## src/rtl/i2s_pkg.sv

```systemverilog
// Shared I2S definitions: default geometry, word-select encoding, slot position helper.
// Latency: n/a (constants and a pure function).
// Backpressure: n/a.
package i2s_pkg;

    localparam int DEF_DATA_W  = 24;
    localparam int DEF_SLOT_W  = 32;
    localparam int DEF_CLK_DIV = 4;

    localparam logic WS_LEFT  = 1'b0;
    localparam logic WS_RIGHT = 1'b1;

    // Bit position inside the current channel slot; p=0 is the I2S delay bit.
    function automatic int unsigned slot_pos(input int unsigned bit_cnt, input int unsigned slot_w);
        return bit_cnt % slot_w;
    endfunction

endpackage

```

## src/rtl/i2s_clkgen.sv

```systemverilog
// I2S master timing: SCK/WS generation, rise/fall strobes, bit counter, frame-end strobe.
// Latency: strobes are combinational from registered state; SCK/WS/bit_cnt update on the strobe edge.
// Backpressure: none; free-running while en=1, cleared to idle while en=0.
// Ports: clk, rst (sync, active-high), en | sck_out, ws_out, rise, fall, bit_cnt, frame_end.
module i2s_clkgen
    import i2s_pkg::*;
#(
    parameter  int SLOT_W  = DEF_SLOT_W,
    parameter  int CLK_DIV = DEF_CLK_DIV,
    localparam int BIT_W   = $clog2(2 * SLOT_W)
) (
    input  logic             clk,
    input  logic             rst,
    input  logic             en,
    output logic             sck_out,
    output logic             ws_out,
    output logic             rise,
    output logic             fall,
    output logic [BIT_W-1:0] bit_cnt,
    output logic             frame_end
);

    localparam int               DIV_W    = $clog2(CLK_DIV);
    localparam logic [BIT_W-1:0] LAST_BIT = BIT_W'(2 * SLOT_W - 1);

    logic [DIV_W-1:0] div_cnt;
    logic             tc;
    logic [BIT_W-1:0] bit_next;

    assign tc        = en && (div_cnt == DIV_W'(CLK_DIV - 1));
    assign rise      = tc && !sck_out;
    assign fall      = tc && sck_out;
    assign frame_end = fall && (bit_cnt == LAST_BIT);
    assign bit_next  = (bit_cnt == LAST_BIT) ? '0 : bit_cnt + 1'b1;

    always_ff @(posedge clk) begin
        if (rst || !en) begin
            div_cnt <= '0;
            sck_out <= 1'b0;
            ws_out  <= WS_LEFT;
            bit_cnt <= '0;
        end else if (tc) begin
            div_cnt <= '0;
            sck_out <= !sck_out;
            if (sck_out) begin
                // WS moves with the bit counter on SCK falling edges, as I2S slaves expect.
                bit_cnt <= bit_next;
                ws_out  <= (bit_next >= BIT_W'(SLOT_W)) ? WS_RIGHT : WS_LEFT;
            end
        end else begin
            div_cnt <= div_cnt + 1'b1;
        end
    end

endmodule

```

## src/rtl/i2s_rx_stereo.sv

```systemverilog
// I2S master stereo receiver: deserialises L/R slots and presents one pair per frame.
// Latency: pair valid the clk after the frame-wrap SCK fall; first frame after reset/enable dropped.
// Backpressure: valid/ready; an unaccepted pair is overwritten by the next frame and overrun sticks.
// Ports: clk, rst, en, sd_in, ready, overrun_clr | sck_out, ws_out, left_out, right_out, valid, overrun.
module i2s_rx_stereo
    import i2s_pkg::*;
#(
    parameter int DATA_W  = DEF_DATA_W,
    parameter int SLOT_W  = DEF_SLOT_W,
    parameter int CLK_DIV = DEF_CLK_DIV
) (
    input  logic              clk,
    input  logic              rst,
    input  logic              en,
    input  logic              sd_in,
    output logic              sck_out,
    output logic              ws_out,
    output logic [DATA_W-1:0] left_out,
    output logic [DATA_W-1:0] right_out,
    output logic              valid,
    input  logic              ready,
    output logic              overrun,
    input  logic              overrun_clr
);

    localparam int BIT_W = $clog2(2 * SLOT_W);

    generate
        if (DATA_W < 1 || DATA_W >= SLOT_W || CLK_DIV < 2) begin : g_bad_params
            $error("i2s_rx_stereo: need 1 <= DATA_W < SLOT_W and CLK_DIV >= 2");
        end
    endgenerate

    logic             rise;
    logic             fall;
    logic             frame_end;
    logic [BIT_W-1:0] bit_cnt;

    i2s_clkgen #(
        .SLOT_W  (SLOT_W),
        .CLK_DIV (CLK_DIV)
    ) u_clkgen (
        .clk       (clk),
        .rst       (rst),
        .en        (en),
        .sck_out   (sck_out),
        .ws_out    (ws_out),
        .rise      (rise),
        .fall      (fall),
        .bit_cnt   (bit_cnt),
        .frame_end (frame_end)
    );

    logic [DATA_W-1:0] sh_l;
    logic [DATA_W-1:0] sh_r;
    logic              first;
    logic              cap_en;
    logic              frame_done;
    logic              new_pair;
    logic              set_ovr;
    int unsigned       p;

    always_comb begin
        p      = slot_pos(32'(bit_cnt), SLOT_W);
        // Only slot bits 1..DATA_W carry the sample; p=0 is the I2S delay bit.
        cap_en = rise && (p >= 1) && (p <= unsigned'(DATA_W));
    end

    assign frame_done = fall && frame_end;
    assign new_pair   = frame_done && !first;
    assign set_ovr    = new_pair && valid && !ready;

    always_ff @(posedge clk) begin
        if (rst) begin
            sh_l      <= '0;
            sh_r      <= '0;
            first     <= 1'b1;
            left_out  <= '0;
            right_out <= '0;
            valid     <= 1'b0;
            overrun   <= 1'b0;
        end else begin
            if (!en) begin
                // Partial frame is dropped; the next frame after re-enable is a warm-up frame.
                sh_l  <= '0;
                sh_r  <= '0;
                first <= 1'b1;
            end else if (cap_en) begin
                if (ws_out == WS_LEFT) begin
                    sh_l <= (sh_l << 1) | DATA_W'(sd_in);
                end else begin
                    sh_r <= (sh_r << 1) | DATA_W'(sd_in);
                end
            end

            if (frame_done && first) begin
                first <= 1'b0;
            end

            if (new_pair) begin
                left_out  <= sh_l;
                right_out <= sh_r;
            end

            if (new_pair) begin
                valid <= 1'b1;
            end else if (valid && ready) begin
                valid <= 1'b0;
            end

            if (set_ovr) begin
                overrun <= 1'b1;
            end else if (overrun_clr) begin
                overrun <= 1'b0;
            end
        end
    end

endmodule

```

## config.mk

```make
export PLATFORM = sky130hd
export DESIGN_NAME = i2s_rx_stereo
export DESIGN_NICKNAME = d
export VERILOG_FILES = /design/src/rtl/i2s_pkg.sv /design/src/rtl/i2s_clkgen.sv /design/src/rtl/i2s_rx_stereo.sv
export SDC_FILE = /design/constraint.sdc
export NUM_CORES = 1
export LEC_CHECK = 0
export CORE_AREA = 2 2 74 104
export DETAILED_ROUTE_END_ITERATION = 8
export DIE_AREA = 0 0 76 106
export GPL_TIMING_DRIVEN = 0
export PLACE_DENSITY = 0.81
export SYNTH_ARGS = -nofsm -noshare
export SYNTH_HDL_FRONTEND = slang
export SYNTH_SLANG_ARGS = --single-unit
```

## constraint.sdc

```tcl
create_clock -name clk -period 3.2 [get_ports clk]
set_input_delay 0.48 -clock clk [delete_from_list [all_inputs] [get_ports clk]]
set_output_delay 0.48 -clock clk [all_outputs]
set_load 0.02 [all_outputs]
```

==> Yosys cells after proc, flatten, opt, wreduce, memory -nomap -nowiden <==
Cells that the tools add are included.
{ "word_totals": {"regBits": 109, "in_bits": 6, "output_inout_bits": 52, "word_cells": 55} }
{ "classes": {"addsub": 2, "order_cmp": 3, "n_eq_ne": 3, "muxes": 8, "n_bitwise": 4, "reduce_logical": 24} }
{ "op_table": {"columns": ["cell", "count"], "rows": [
  ["$or 24x1->24", 2],
  ["$logic_and 1x1->1", 12],
  ["$mux 1", 7],
  ["$add 6x1->6 const B", 1],
  ["$eq 6x6->1 const B", 1],
  ["$ge 6x6->1 const B", 1],
  ["$mux 6", 1],
  ["$reduce_and 2->1", 3],
  ["$ge 5x1->1 const B", 1],
  ["$le 5x5->1 const B", 1],
  ["$logic_not 1->1", 4],
  ["$reduce_bool 2->1", 2],
  ["$reduce_or 2->1", 2],
  ["$add 2x1->2 const B", 1],
  ["$eq 2x2->1 const B", 1],
  ["$ne 2x1->1 const B", 1],
  ["$not 1->1", 2],
  ["$logic_or 1x1->1", 1]
]} }

==> Logic depth before layout (Yosys ltp) <==
{ "logic_depth": {"word_depth": 9, "mapped_depth": 8, "ltp_nobuf": 6} }

==> By module <==
From an unflattened synthesis, not the netlist that was laid out.
{ "hier_totals": {"cells_unflattened": 435, "area_unflattened_um2": 3948.8} }
{ "modules_own_cells": {"columns": ["module", "n_inst", "cells_per_inst", "area_per_inst_um2", "seq_area_each_um2"], "rows": [
  ["i2s_rx_stereo", 1, 388, 3527.1, 1981.9],
  ["i2s_clkgen", 1, 47, 421.7, 180.2]
]} }

==> Worst setup path before layout <==
Ideal clock, no wire load.
{ "synth_path": {"kind": "reg-to-reg", "from": "reg u_clkgen.bit_cnt[0]", "to": "reg left_out[0]", "setup_ps": 132, "arrival_ps": 1748, "t_required_ps": 3068, "setup_slack_ps": 1320, "stages_incl_launch_ff": 9, "n_path_buf": 3, "period_less_slack_ps": 1880, "cell_sequence": "dfxtp_1 -> ha_1 -> nand3_1 -> or4_1 -> clkbuf_1 -> buf_2 -> buf_6 -> nand2_1 -> a21oi_1"} }
{ "synth_via": {"elab_chain_cells": 4} }
{ "synth_rtl": {"columns": ["item", "line", "source"], "rows": [
  ["start: declaration", "i2s_clkgen.sv:19", "output logic [BIT_W-1:0] bit_cnt,"],
  ["start signal: assignment", "i2s_clkgen.sv:47", "bit_cnt <= bit_next;"],
  ["$eq 6x6->1", "i2s_clkgen.sv:33", "assign frame_end = fall && (bit_cnt == LAST_BIT);"],
  ["$logic_and 1x1->1", "i2s_clkgen.sv:33", null],
  ["$logic_and 1x1->1", "i2s_rx_stereo.sv:69", "assign frame_done = fall && frame_end;"],
  ["$logic_and 1x1->1", "i2s_rx_stereo.sv:70", "assign new_pair = frame_done && !first;"],
  ["end signal: assignment", "i2s_rx_stereo.sv:101", "left_out <= sh_l;"],
  ["end: declaration", "i2s_rx_stereo.sv:18", "output logic [DATA_W-1:0] left_out,"]
]} }
Every way passes these cells.
A chain may end at the register's enable or synchronous reset.

==> Worst setup path in the final report <==
{ "layout_path": {"from": "in en", "to": "reg sh_l[22]"} }
{ "layout_via": {"elab_chain_cells": 5, "word_cells_on_any_way": 7, "classes_between": "bitwise: 1; reduce/logical: 6"} }
{ "layout_rtl": {"columns": ["item", "line", "source"], "rows": [
  ["start: declaration", "i2s_rx_stereo.sv:14", "input logic en,"],
  ["$logic_and 1x1->1", "i2s_clkgen.sv:30", "assign tc = en && (div_cnt == DIV_W'(CLK_DIV - 1));"],
  ["$logic_and 1x1->1", "i2s_clkgen.sv:31", "assign rise = tc && !sck_out;"],
  ["$logic_and 1x1->1 (2 in a row)", "i2s_rx_stereo.sv:66", "cap_en = rise && (p >= 1) && (p <= unsigned'(DATA_W));"],
  ["$reduce_and 2->1 (no source line)", null, null],
  ["end signal: assignment", "i2s_rx_stereo.sv:90", "sh_l <= (sh_l << 1) | DATA_W'(sd_in);"],
  ["end: declaration", "i2s_rx_stereo.sv:54", "logic [DATA_W-1:0] sh_l;"]
]} }
Parallel ways exist; a longest one is shown, timed or not.

==> metrics.md <==
| Metric | Value |
|---|---|
| Post-synthesis cell type count | 33 |
| R2r endpoint | left_out[17] |
| Synthesis-to-finish area growth | 22.1% |
| DP Area | 4640 µm² |
| Hold slack | 451 ps |
| Synth Instances | 436 |
| Port buffer count | 56 |
| Multi-input logic area | 1630 µm² |
| DR WL/cell | 12.9 µm |
| GRT Residual Overflow | 0 |
| Final Slew Violations | 0 |
| # nets final | 513 |
| Kind of critical path | primary input to flop |
| Die height | 106 µm |
| Post-route cell area | 4840 µm² |
| Crit start category | primary input |
| Global-route wire length before repair | 13.2 mm |
| Clock insertion delay at the later pin of the skew report | 370 ps |
| Final WL | 7.79 mm |
| Gpl congestion | 0.807 |
| Total track usage | 20.0% |
| Hold buffers post-CTS | 0 |
| Cells on Worst Hold Path | 1 |
| Die width | 76 µm |
| Cell row count | 37 |
| Fin crit share | 72.2% |
| Final setup violating endpoints | 0 |
| Post-CTS resize count | 0 |
| Slew @ Worst Pin | 524 ps |
| Sink Count | 108 |
| Share of layout cells above drive strength 1 | 5.91% |
| Die area | 8060 µm² |
| DR vias | 3088 |
| Placed insts | 589 |
| Detail Route Antenna Nets | 0 |
| Total Power | 2.18 mW |
| Setup Slack @ Placement | 601 ps |
| Max Root-Sink Buffers | 2 |
| Status | finished, final reports clean |
| Util after Layout | 67.4% |
| H-tree depth | 3 |
| CP required | 3490 ps |
| Max VDD drop | 0.000497 V |
| Worst-path maximum fanout | 10 |
| Post-Syn Area | 3960 µm² |
| Initial detailed-routing violation count | 131 |
| Ant. Diodes | 0 |
| Worst Setup End Kind | flop |
| Lkg Pwr | 1.54 nW |
| TNS Setup | 0 ps |
| Final Skew | 14.8 ps |
| Drt pass-1 iters | 4 |
| Initial antenna violation count | 0 |
| CTS Root Cell | clkbuf_8 |
| Starting Density | 55.2% |
| Worst Setup SP | en |
| Clock-pin slew on the worst setup and hold paths | 100 ps |
| RSZ-0062 raised after global routing | false |
| Final WS setup | 891 ps |
| HPWL after DPL | 5.72 mm |
| Setup crit end | sh_l[22] |
| CTS tree | yes |
| Synthesis warning total | 0 |
| Hold Startpoint | u_clkgen.div_cnt[0] |
| Number of global-route vias before repair | 3052 |
| Total area of sequential cells | 2160 µm² |
| Largest net degree at the start of global routing | 20 |
| Fmax | 0.433 GHz |
| Fillers | 599 |
| Seq/Total Area, Yosys | 54.6% |
| Max transition margin | 64.8% |
| Post-CTS Setup Bufs | 0 |
| Via-per-instance ratio | 5.10 |
| DRC Markers | 0 |
| Hold Vio Cnt, Final | 0 |
| Worst EP arrival | 2600 ps |
| R2r worst-path depth | 7 |
| Worst R2R Start | u_clkgen.bit_cnt[0] |
| R2R Setup Slk | 970 ps |
| Yosys reg bits | 108 |
| Post-Syn Nets | 446 |
| CTS Buf Count | 9 |
| Max Cap Violations | 0 |
| Hold crit path type | flop to flop |
| Mean Syn Cell Area | 9.09 µm² |
| # IOs | 58 |
| Fin cells | 605 |
| Core region area | 7180 µm² |
| PwrDens | 450 nW/µm² |
| Period minus WS final | 2310 ps |
## area by class of cell
type                    instances  area share, %
clock inverters                 6           1.14
multi-input cells             296           33.7
flip-flops and latches        108           44.7
clock buffers                  10           2.85
inverters                       3          0.233
well taps                      97           2.51
plain buffers                  29           3.23
repair buffers                 56           11.6
## synth_stat cells, drive strengths merged
| library cell | instances | area, µm² |
|---|---|---|
| a31oi | 1 | 6.26 |
| buf | 11 | 88.8 |
| or2 | 1 | 6.26 |
| o211ai | 1 | 7.51 |
| or4 | 2 | 18.8 |
| nand3b | 1 | 7.51 |
| ha | 4 | 50.1 |
| nor3b | 1 | 7.51 |
| nand2b | 2 | 12.5 |
| nor4b | 1 | 8.76 |
| nor3 | 3 | 26.3 |
| o21ai | 1 | 5.00 |
| nor2b | 2 | 12.5 |
| or3 | 2 | 12.5 |
| nand4 | 2 | 12.5 |
| inv | 3 | 11.3 |
| dfxtp | 108 | 2160 |
| and3 | 1 | 6.26 |
| nand3 | 3 | 15.0 |
| a21oi | 55 | 275 |
| nand2 | 154 | 578 |
| xor2 | 1 | 8.76 |
| mux2i | 49 | 490 |
| nor4 | 2 | 27.5 |
| nor2 | 5 | 18.8 |
| clkbuf | 18 | 67.6 |
| xnor2 | 2 | 17.5 |
## registers in the layout, summed over array words and instances (netlist names)
register and flops:
first 1, left_out 24, overrun 1, right_out 24, sh_l 24, sh_r 24, u_clkgen.bit_cnt 6, u_clkgen.div_cnt 2
u_clkgen.sck_out 1, valid 1
## layer usage
metal | routed length (µm) | vias up | share of wire [%] | track usage, %
met5 | 0 | - | 0 | 0
met4 | 147 | 0 | 1.9 | 9.09
met3 | 287 | 9 | 3.7 | 3.06
met2 | 4080 | 58 | 52 | 37.2
met1 | 3280 | 1453 | 42 | 22.3
li1 | - | 1568 | - | -
## critical path, stage by stage
cell,delay [ps]
clkdlybuf4s50_1,590
nor2b_1,400
clkbuf_1,390
buf_1,410
nand2_1,160
mux2i_1,170
## where the power goes
| part | switching [mW] | leakage (nW) | internal [mW] | total (mW) |
|---|---|---|---|---|
| Clock | 0.478 | 0.0964 | 0.318 | 0.796 |
| Combinational | 0.0259 | 0.576 | 0.00957 | 0.0354 |
| Sequential | 0.000660 | 0.870 | 1.34 | 1.34 |
| Total | 0.504 | 1.54 | 1.67 | 2.18 |
## cell families after synthesis
family                   after synthesis  synth area share [%]
AO/OA/AOI/OAI                         58                  7.42
XOR/XNOR                               3                 0.663
adder cells (fa/ha/maj)                4                  1.26
buffers and inverters                 32                  4.23
flip-flops                           108                  54.6
multiplexers                          49                  12.4
AND/OR/NAND/NOR                      182                  19.5
## worst min path at each step
| stage | end |
|---|---|
| finish | u_clkgen.div_cnt[0] |
| global route | right_out[10] |
| CTS | u_clkgen.div_cnt[0] |
| detailed placement | u_clkgen.div_cnt[0] |
| global placement | u_clkgen.div_cnt[0] |
| floorplan | u_clkgen.div_cnt[0] |
## layout by cell type (no fill, tap or decap), types with 2 or more instances in the layout
cell             instances
clkdlybuf4s50_1         56
mux2i_1                 49
clkbuf_8                10
nand3_1                  3
inv_6                    3
ha_1                     4
buf_4                    4
clkbuf_1                18
nand2_1                154
a21oi_1                 55
or3_1                    2
nand4_1                  2
nor2_1                   5
nor2b_1                  2
nand2b_1                 2
buf_6                    4
buf_2                    2
inv_1                    3
nor3_1                   2
dfxtp_1                108
xnor2_1                  2
Power figures use the tool's default switching activity.
